## src/rtl/mc_controller.sv

```systemverilog
// Multicycle ARM sequencing controller: Moore FSM driving datapath selects/enables,
// with an NZCV flags register and condition-gated architectural writes.
module mc_controller (
  input  logic        clk,
  input  logic        reset,
  input  logic [19:0] Instr,
  input  logic [3:0]  ALUFlags,
  output logic        PCWrite,
  output logic        AdrSrc,
  output logic        MemWrite,
  output logic        IRWrite,
  output logic        RegWrite,
  output logic [1:0]  ResultSrc,
  output logic        ALUSrcA,
  output logic [1:0]  ALUSrcB,
  output logic [2:0]  ALUControl,
  output logic [1:0]  ImmSrc,
  output logic [1:0]  RegSrc,
  output logic [3:0]  State
);

  typedef enum logic [3:0] {
    FETCH  = 4'd0, DECODE = 4'd1, MEMADR = 4'd2, MEMRD  = 4'd3, MEMWB  = 4'd4,
    MEMWR  = 4'd5, EXECR  = 4'd6, EXECI  = 4'd7, ALUWB  = 4'd8, BRANCH = 4'd9
  } state_t;

  localparam logic [2:0] ALU_ADD = 3'b000;
  localparam logic [2:0] ALU_SUB = 3'b001;
  localparam logic [2:0] ALU_AND = 3'b010;
  localparam logic [2:0] ALU_ORR = 3'b011;

  state_t      state, next_state;
  logic [3:0]  flags;
  logic [3:0]  cond, rd;
  logic [1:0]  op;
  logic [5:0]  funct;
  logic [2:0]  dp_op;
  logic        no_write, cond_ex;
  logic        pcw, memw, irw, regw;
  logic        unused_bits;

  assign cond        = Instr[19:16];
  assign op          = Instr[15:14];
  assign funct       = Instr[13:8];
  assign rd          = Instr[3:0];
  assign unused_bits = ^Instr[11:4];

  function automatic logic cond_check(input logic [3:0] c, input logic [3:0] f);
    logic n, z, cy, v;
    {n, z, cy, v} = f;
    case (c)
      4'b0000: cond_check = z;
      4'b0001: cond_check = !z;
      4'b0010: cond_check = cy;
      4'b0011: cond_check = !cy;
      4'b0100: cond_check = n;
      4'b0101: cond_check = !n;
      4'b0110: cond_check = v;
      4'b0111: cond_check = !v;
      4'b1000: cond_check = cy & !z;
      4'b1001: cond_check = !cy | z;
      4'b1010: cond_check = (n == v);
      4'b1011: cond_check = (n != v);
      4'b1100: cond_check = !z & (n == v);
      4'b1101: cond_check = z | (n != v);
      4'b1110: cond_check = 1'b1;
      default: cond_check = 1'b0;
    endcase
  endfunction

  // Gating always uses the registered flags, never the live ALU flags.
  assign cond_ex = cond_check(cond, flags);

  always_comb begin
    dp_op    = ALU_ADD;
    no_write = 1'b0;
    case (funct[4:1])
      4'b0100: dp_op = ALU_ADD;
      4'b0010: dp_op = ALU_SUB;
      4'b0000: dp_op = ALU_AND;
      4'b1100: dp_op = ALU_ORR;
      4'b1010: begin dp_op = ALU_SUB; no_write = 1'b1; end
      default: no_write = 1'b1;
    endcase
  end

  always_ff @(posedge clk) begin
    if (!reset) begin
      state <= FETCH;
      flags <= 4'b0000;
    end else begin
      state <= next_state;
      if ((state == EXECR || state == EXECI) && funct[0] && cond_ex) begin
        flags[3:2] <= ALUFlags[3:2];
        if (dp_op == ALU_ADD || dp_op == ALU_SUB)
          flags[1:0] <= ALUFlags[1:0];
      end
    end
  end

  always_comb begin
    next_state = FETCH;
    pcw        = 1'b0;
    memw       = 1'b0;
    irw        = 1'b0;
    regw       = 1'b0;
    AdrSrc     = 1'b0;
    ResultSrc  = 2'b00;
    ALUSrcA    = 1'b0;
    ALUSrcB    = 2'b00;
    ALUControl = ALU_ADD;
    case (state)
      FETCH: begin
        next_state = DECODE;
        irw        = 1'b1;
        pcw        = 1'b1;
        ALUSrcA    = 1'b1;
        ALUSrcB    = 2'b10;
        ResultSrc  = 2'b10;
      end
      DECODE: begin
        ALUSrcA   = 1'b1;
        ALUSrcB   = 2'b10;
        ResultSrc = 2'b10;
        case (op)
          2'b00:   next_state = funct[5] ? EXECI : EXECR;
          2'b01:   next_state = MEMADR;
          2'b10:   next_state = BRANCH;
          default: next_state = FETCH;
        endcase
      end
      MEMADR: begin
        next_state = funct[0] ? MEMRD : MEMWR;
        ALUSrcB    = 2'b01;
        ALUControl = funct[3] ? ALU_ADD : ALU_SUB;
      end
      MEMRD: begin
        next_state = MEMWB;
        AdrSrc     = 1'b1;
      end
      MEMWB: begin
        ResultSrc = 2'b01;
        if (rd == 4'hF) pcw = cond_ex;
        else            regw = cond_ex;
      end
      MEMWR: begin
        AdrSrc = 1'b1;
        memw   = cond_ex;
      end
      EXECR: begin
        next_state = ALUWB;
        ALUControl = dp_op;
      end
      EXECI: begin
        next_state = ALUWB;
        ALUSrcB    = 2'b01;
        ALUControl = dp_op;
      end
      ALUWB: begin
        if (!no_write) begin
          if (rd == 4'hF) pcw = cond_ex;
          else            regw = cond_ex;
        end
      end
      BRANCH: begin
        ALUSrcB   = 2'b01;
        ResultSrc = 2'b10;
        pcw       = cond_ex;
      end
      default: next_state = FETCH;
    endcase
  end

  // A low reset suppresses every architectural write in the same cycle.
  assign PCWrite  = pcw  & reset;
  assign MemWrite = memw & reset;
  assign IRWrite  = irw  & reset;
  assign RegWrite = regw & reset;
  assign ImmSrc   = op;
  assign RegSrc   = {op == 2'b01, op == 2'b10};
  assign State    = state;

endmodule

```

## config.mk

```make
export PLATFORM = sky130hd
export DESIGN_NAME = mc_controller
export DESIGN_NICKNAME = d
export VERILOG_FILES = /design/src/rtl/mc_controller.sv
export SDC_FILE = /design/constraint.sdc
export NUM_CORES = 1
export LEC_CHECK = 0
export CAP_MARGIN = 30
export CORE_ASPECT_RATIO = 1.4
export CORE_UTILIZATION = 35
export DETAILED_ROUTE_END_ITERATION = 12
export GPL_ROUTABILITY_DRIVEN = 0
export PLACE_DENSITY_LB_ADDON = 0.2
export SLEW_MARGIN = 10
export SYNTH_ARGS = -nofsm -noshare
export SYNTH_HDL_FRONTEND = slang
export SYNTH_SLANG_ARGS = --single-unit
```

## constraint.sdc

```tcl
create_clock -name clk -period 1.68 [get_ports clk]
set_input_delay 0.252 -clock clk [delete_from_list [all_inputs] [get_ports clk]]
set_output_delay 0.252 -clock clk [all_outputs]
set_load 0.005 [all_outputs]
```

# Word level (Yosys, flattened, before mapping)
# Cells that the tools add are included.
# W data, S select, Z words.
[op_classes]
add_sub_neg = 0
mul = 0
n_div = 0
magnitude_cmp = 0
eq_ne = 33
shifts = 0
n_mux = 20
bitwise = 8
n_reduce_logical = 21
[op_table]
columns = ["op", "count"]
rows = [
  ["$eq A4 B4 Y1 const B", 12],
  ["$eq A4 B3 Y1 const B", 9],
  ["$eq A4 B2 Y1 const B", 5],
  ["$pmux W4 S5", 1],
  ["$pmux W1 S15", 1],
  ["$logic_not A4 Y1", 3],
  ["$pmux W4 S3", 1],
  ["$mux W1", 10],
  ["$eq A4 B1 Y1 const B", 2],
  ["$pmux W2 S2", 2],
  ["$reduce_or A2 Y1", 4],
  ["$and A1 B1 Y1", 6],
  ["$pmux W2 S3", 1],
  ["$pmux W3 S2", 1],
  ["$reduce_or A3 Y1", 2],
  ["$logic_not A1 Y1", 4],
  ["$pmux W1 S4", 1],
  ["$reduce_or A4 Y1", 1],
  ["$eq A3 B1 Y1 const B", 1],
  ["$logic_not A3 Y1", 1],
  ["$mux W3", 1],
  ["$eq A2 B1 Y1 const B", 1],
  ["$eq A2 B2 Y1 const B", 1],
  ["$logic_and A1 B1 Y1", 2],
  ["7 further kinds", 9],
]
[totals]
regBits = 8
latchBits = 0
mem_bits_rw = 0
romBits = 0
output_inout_bits = 21
word_cells = 85
n_memories = 0

# Logic depth before layout (Yosys ltp)
# Gate-level depths: netlist of the first run.
[logic_depth]
word_depth = 7
ltp_mapped = 6

# Worst setup path after synthesis of the first run
# OpenSTA, ideal clock, no wires.
[synth_timing]
kind = "in2out"
startpoint = "input Instr[18]"
endpoint = "output RegWrite"
arrival_time_ps = 1588
required_ps = 1428
slack_ps = -160
path_stages = 5
path_buffers = 1
cell_sequence = "buf_4 or4b_1 a311o_1 and3_4 nor4bb_4"
[synth_via]
elab_chain_cells = 6
[synth_rtl]
columns = ["item", "line_no", "source"]
rows = [
  ["from (decl)", "6", "input logic [19:0] Instr,"],
  ["$eq A4 B4 Y1 (tied with other cells)", "51", "case (c)"],
  ["$pmux W1 S15 *", "51", ""],
  ["$mux W1 *", "143, 161", ""],
  ["$mux W1", "160", "if (!no_write) begin"],
  ["$pmux W1 S2 *", "112", "case (state)"],
  ["$and A1 B1 Y1 *", "178", "assign RegWrite = regw & reset;"],
  ["to (decl)", "12", "output logic RegWrite,"],
]
# Every way passes the cells marked *; elsewhere a longest branch is shown, timed or not.

# Worst setup path in the final report of the first run
[layout_timing]
startpoint = "register flags[3]"
endpoint = "output RegWrite"
[layout_via]
elab_chain_cells = 7
[layout_rtl]
columns = ["item", "line_no", "source"]
rows = [
  ["from (decl)", "33", "logic [3:0] flags;"],
  ["from (signal assigned)", "94", "flags[3:2] <= ALUFlags[3:2];"],
  ["$ne A1 B1 Y1 or $eq A1 B1 Y1 (tied branches)", "-", ""],
  ["$or A1 B1 Y1 or $and A1 B1 Y1 (tied branches)", "65, 64", ""],
  ["$pmux W1 S15 *", "51", ""],
  ["$mux W1 *", "143, 161", ""],
  ["$mux W1", "160", ""],
  ["$pmux W1 S2 *", "112", ""],
  ["$and A1 B1 Y1 *", "178", ""],
]
# Marked as above.

==> run_results.csv, run 1 <==
group,metric,value,unit
status,status,"complete, but fails checks",
status,violations,"negative setup slack",
timing,post-route-period-util,1.426,
detailed_routing,via_per_inst,5.153,
worst_hold_path,worstHoldEndpoint,"flags[3]$_SDFFE_PN0P_",
detailed_routing,final_antenna_net_count,0,
floorplan,die_h,61.15,um
grt,grt-ovfl-total,0,
cts,clk_pin_slew,0.05,ns
synth,synth.most_common_cell,"nand2_1",
grt,grt_pass1_wl,4643,um
worst_hold_path,holdCritStartpoint,"ALUFlags[3]",
power,p_leak,0.7379,nW
critical_path,crit_required,1.43,ns
timing,layout_setup_ws,-0.7152,ns
synth,synth_edf_count,0,
grt,antenna_found_initial,0,
cells_and_area,drive_above_1_share,0.4309,
floorplan,start_util,0.3658,
grt,track_usage,0.2319,
power,p_int,483.4,uW
cells_and_area,instances_no_fill,222,
cts,numCtsBuffers,3,
timing,fmax,417.5,MHz
critical_path,reg2reg_depth,6,
critical_path,crit_slowest_cell,"or4b_1",
timing,holdWs,0.5572,ns
cells_and_area,num_antenna_cells,0,
synth,synth-main-ff-cell,"dfxtp_1",
floorplan,chipWidth,44.25,um
critical_path,cp-start-kind,"register",
timing,fin_setup_tns,-2.911,ns
timing,setup_violations,7,
detailed_routing,routed_wl,3090,um
detailed_routing,via_count,1144,
synth,yosys.cell_types.count,49,
run,cap_viol_max_count,0,
floorplan,die_area,0.002705,sq mm
floorplan,placementRows,21,
synth,synth_top_family_by_area,"simple AND/OR/NAND/NOR gates",
worst_hold_path,hold_class,"in -> reg",
detailed_routing,drc_errors,0,
detailed_routing,dr.pass1.iters,7,
synth,syn_area_per_cell,7.605,sq um
detailed_routing,wire_per_inst,13.92,um
placement,dp_cells,215,
timing,finalMaxSlewViolations,0,
cts,cts_buffer_depth,2,
power,p_per_area,400.8,mW/mm^2
synth,synth_top_cell_by_area,"dfxtp_1",
synth,synth_fa_ha_area_frac,0,
placement,hpwl,2122,um
critical_path,worstReg2RegStart,"flags[3]$_SDFFE_PN0P_",
synth,ys_async_sr_fraction,0,
critical_path,worst-setup-path-type,"reg -> out",
synth,synthesis.area,874.6,sq um
synth,yosysWarnings,0,
grt,grt_max_degree,13,
critical_path,critPathArrivalTime,2.14,ns
timing,min_period,2.395,ns
timing,hold_viol,0,
cts,clock-sinks,8,
synth,synth-seq-cells,8,
cells_and_area,nNetsFinal,216,
placement,numPortBuffers,41,
cts,cts_tree,"built",
cells_and_area,nFillCells,176,
power,clkPwrFrac,0.215,
detailed_routing,drt-initial-drc-count,17,
critical_path,cp_slowest_stage_delay,0.53,ns
critical_path,cp-end-kind,"primary output",
power,p_comb_frac,0.489,
synth,synthSimpleGateAreaFrac,0.4006,
synth,netlist_top_cells_area,"dfxtp_1, mux2i_1, nand2_1, nor2b_1, buf_4",
timing,rsz0062_at_grt,"yes",
cts,clock-root-buffer,"clkbuf_4",
synth,synth_nets,141,
grt,grt_pass1_vias,1045,
critical_path,regToRegEndpoint,"flags[3]$_SDFFE_PN0P_",
cts,clk_latency,0.26,ns
timing,skew,0.008751,ns
floorplan,io_pins,47,
synth,synth-compound-area-share,0.1931,
synth,synth-xor-area-share,0.03004,
synth,ys_seq_area_frac,0.1831,
cts,h-tree-depth,1,
power,switchingPower,225.6,uW
critical_path,cp_max_fo,3,
synth,synth_cells,115,
critical_path,r2r_slack,-0.22,ns
cells_and_area,syn_to_final_growth,102.3,%
critical_path,cp_cell_sequence,"or4b_1 > a311o_1 > and3_4 > buf_6 > nor4bb_4 > buf_2",
power,ir_drop,0.5554,mV
power,seq_power_share,0.296,
synth,netlist.area_leader.share,0.1831,
power,swShare,0.3182,
worst_hold_path,hold-path-cell-count,3,
synth,muxShareOfSynthArea,0.1059,
synth,synthTopCellsByCount,"nand2_1, dfxtp_1",
floorplan,core-area,0.002391,sq mm
[power by group through the flow]
stage	sequential [mW]	clock [mW]	combinational (mW)
floorplan	0.206	0	0.130
global placement	0.210	0	0.303
detailed placement	0.210	0	0.309
CTS	0.208	0.145	0.330
global route	0.211	0.168	0.374
finish	0.210	0.153	0.347
[cells by family (layout without fill, tap and decap cells)]
logic type | after synthesis | count (layout)
other | 1 | 1
muxes | 9 | 9
buffers and inverters | 14 | 87
DFF | 8 | 8
xor gates and xnor gates | 3 | 3
AOI/OAI and AO/OA | 23 | 23
and+or+nand+nor | 57 | 57
[how the worst max path moves through the flow]
stage	endpoint	startpoint	cells after the start	slack, ns
after floorplan	RegWrite	flags[3]$_SDFFE_PN0P_	4	-0.15
after global placement	RegWrite	Instr[18]	6	-1.07
after detailed placement	RegWrite	Instr[18]	6	-1.10
after CTS	RegWrite	flags[3]$_SDFFE_PN0P_	6	-0.64
after global routing	RegWrite	flags[3]$_SDFFE_PN0P_	6	-0.76
final	RegWrite	flags[3]$_SDFFE_PN0P_	6	-0.72
[cell type report]
| type | instances | area [sq um] | area share |
|---|---|---|---|
| clock buffer | 3 | 22.52 | 0.01273 |
| multi-input combinational | 93 | 824.5 | 0.4661 |
| timing repair buffer | 81 | 693.2 | 0.3918 |
| inverter | 3 | 11.26 | 0.006365 |
| tap | 34 | 42.54 | 0.02405 |
| sequential | 8 | 175.2 | 0.09901 |
[metal layers]
| metal | vias to the layer above | share of wire | global-route usage |
|---|---|---|---|
| met2 | 29 | 0.56 | 0.4475 |
| met3 | 8 | 0.036 | 0.02053 |
| met5 | - | 0 | 0 |
| met4 | 0 | 0.021 | 0.07792 |
| met1 | 541 | 0.38 | 0.2616 |
| li1 | 566 | - | - |
[timing repair]
item | in CTS | in global routing
setup buffers | 7 | 2
gates resized for setup | 68 | 17
endpoints found under the hold margin | 0 | 0
endpoints found under the setup margin | 18 | 12
pin swaps | 11 | 10
hold buffers | 0 | 0
[worst max-delay path: cells and delay by family (launching register included)]
| kind | cells | cell delay, ns |
|---|---|---|
| simple gates | 3 | 0.97 |
| buf+inv | 2 | 0.26 |
| flops | 1 | 0.33 |
| compound gates | 1 | 0.32 |
[metrics by stage]
| stage | setup slack (ns) | instance area (sq um) | util | power [mW] |
|---|---|---|---|---|
| after floorplan | -0.1477 | 894.6 | - | 0.3355 |
| after global placement | -1.074 | 1553 | 0.6494 | 0.5131 |
| after detailed placement | -1.104 | 1553 | 0.6494 | 0.5187 |
| after CTS | -0.6418 | 1718 | 0.7185 | 0.6830 |
| after global routing | -0.7623 | 1769 | 0.7399 | 0.7537 |
| final | -0.7152 | 1769 | 0.7399 | 0.7090 |
[registers in the layout, summed over array words and instances, names as in the netlist]
name and count:
State 4, flags 4
[cell usage in the layout, fill, tap and decap left out, types with 2 or more instances in the layout]
cell type | synthesis | layout
nor2b_1 | 7 | 4
mux2i_1 | 7 | 6
dfxtp_2 | 0 | 3
and3_1 | 2 | 2
nor2b_4 | 0 | 2
buf_4 | 5 | 35
nor3b_1 | 2 | 2
buf_6 | 0 | 6
clkdlybuf4s50_1 | 0 | 20
dlygate4sd2_1 | 0 | 12
a21oi_1 | 4 | 3
buf_2 | 1 | 4
clkdlybuf4s15_1 | 0 | 2
dfxtp_4 | 0 | 3
nor3_1 | 7 | 6
nand3b_1 | 2 | 2
nand2_1 | 13 | 13
dfxtp_1 | 8 | 2
nand2b_1 | 2 | 2
clkbuf_4 | 0 | 3
a31oi_4 | 0 | 2
nor2_1 | 7 | 5
xnor2_1 | 2 | 2
and2_1 | 2 | 2
mux2_2 | 2 | 2
inv_1 | 3 | 3
nor2_2 | 0 | 2
No activity file was read; power rests on OpenSTA's default activity.
==> run 2, diff against run 1 <==
--- a/config.mk
+++ b/config.mk
@@ -5,11 +5,12 @@
 export SDC_FILE = /design/constraint.sdc
 export NUM_CORES = 1
 export LEC_CHECK = 0
-export CAP_MARGIN = 30
+export CAP_MARGIN = 20
 export CORE_ASPECT_RATIO = 1.4
 export CORE_UTILIZATION = 35
 export DETAILED_ROUTE_END_ITERATION = 12
 export GPL_ROUTABILITY_DRIVEN = 0
+export HOLD_SLACK_MARGIN = 0.02
 export PLACE_DENSITY_LB_ADDON = 0.2
 export SLEW_MARGIN = 10
 export SYNTH_ARGS = -nofsm -noshare
==> results of run 2 <==
Final layout, timing and power as in run 1 (identical DEF).
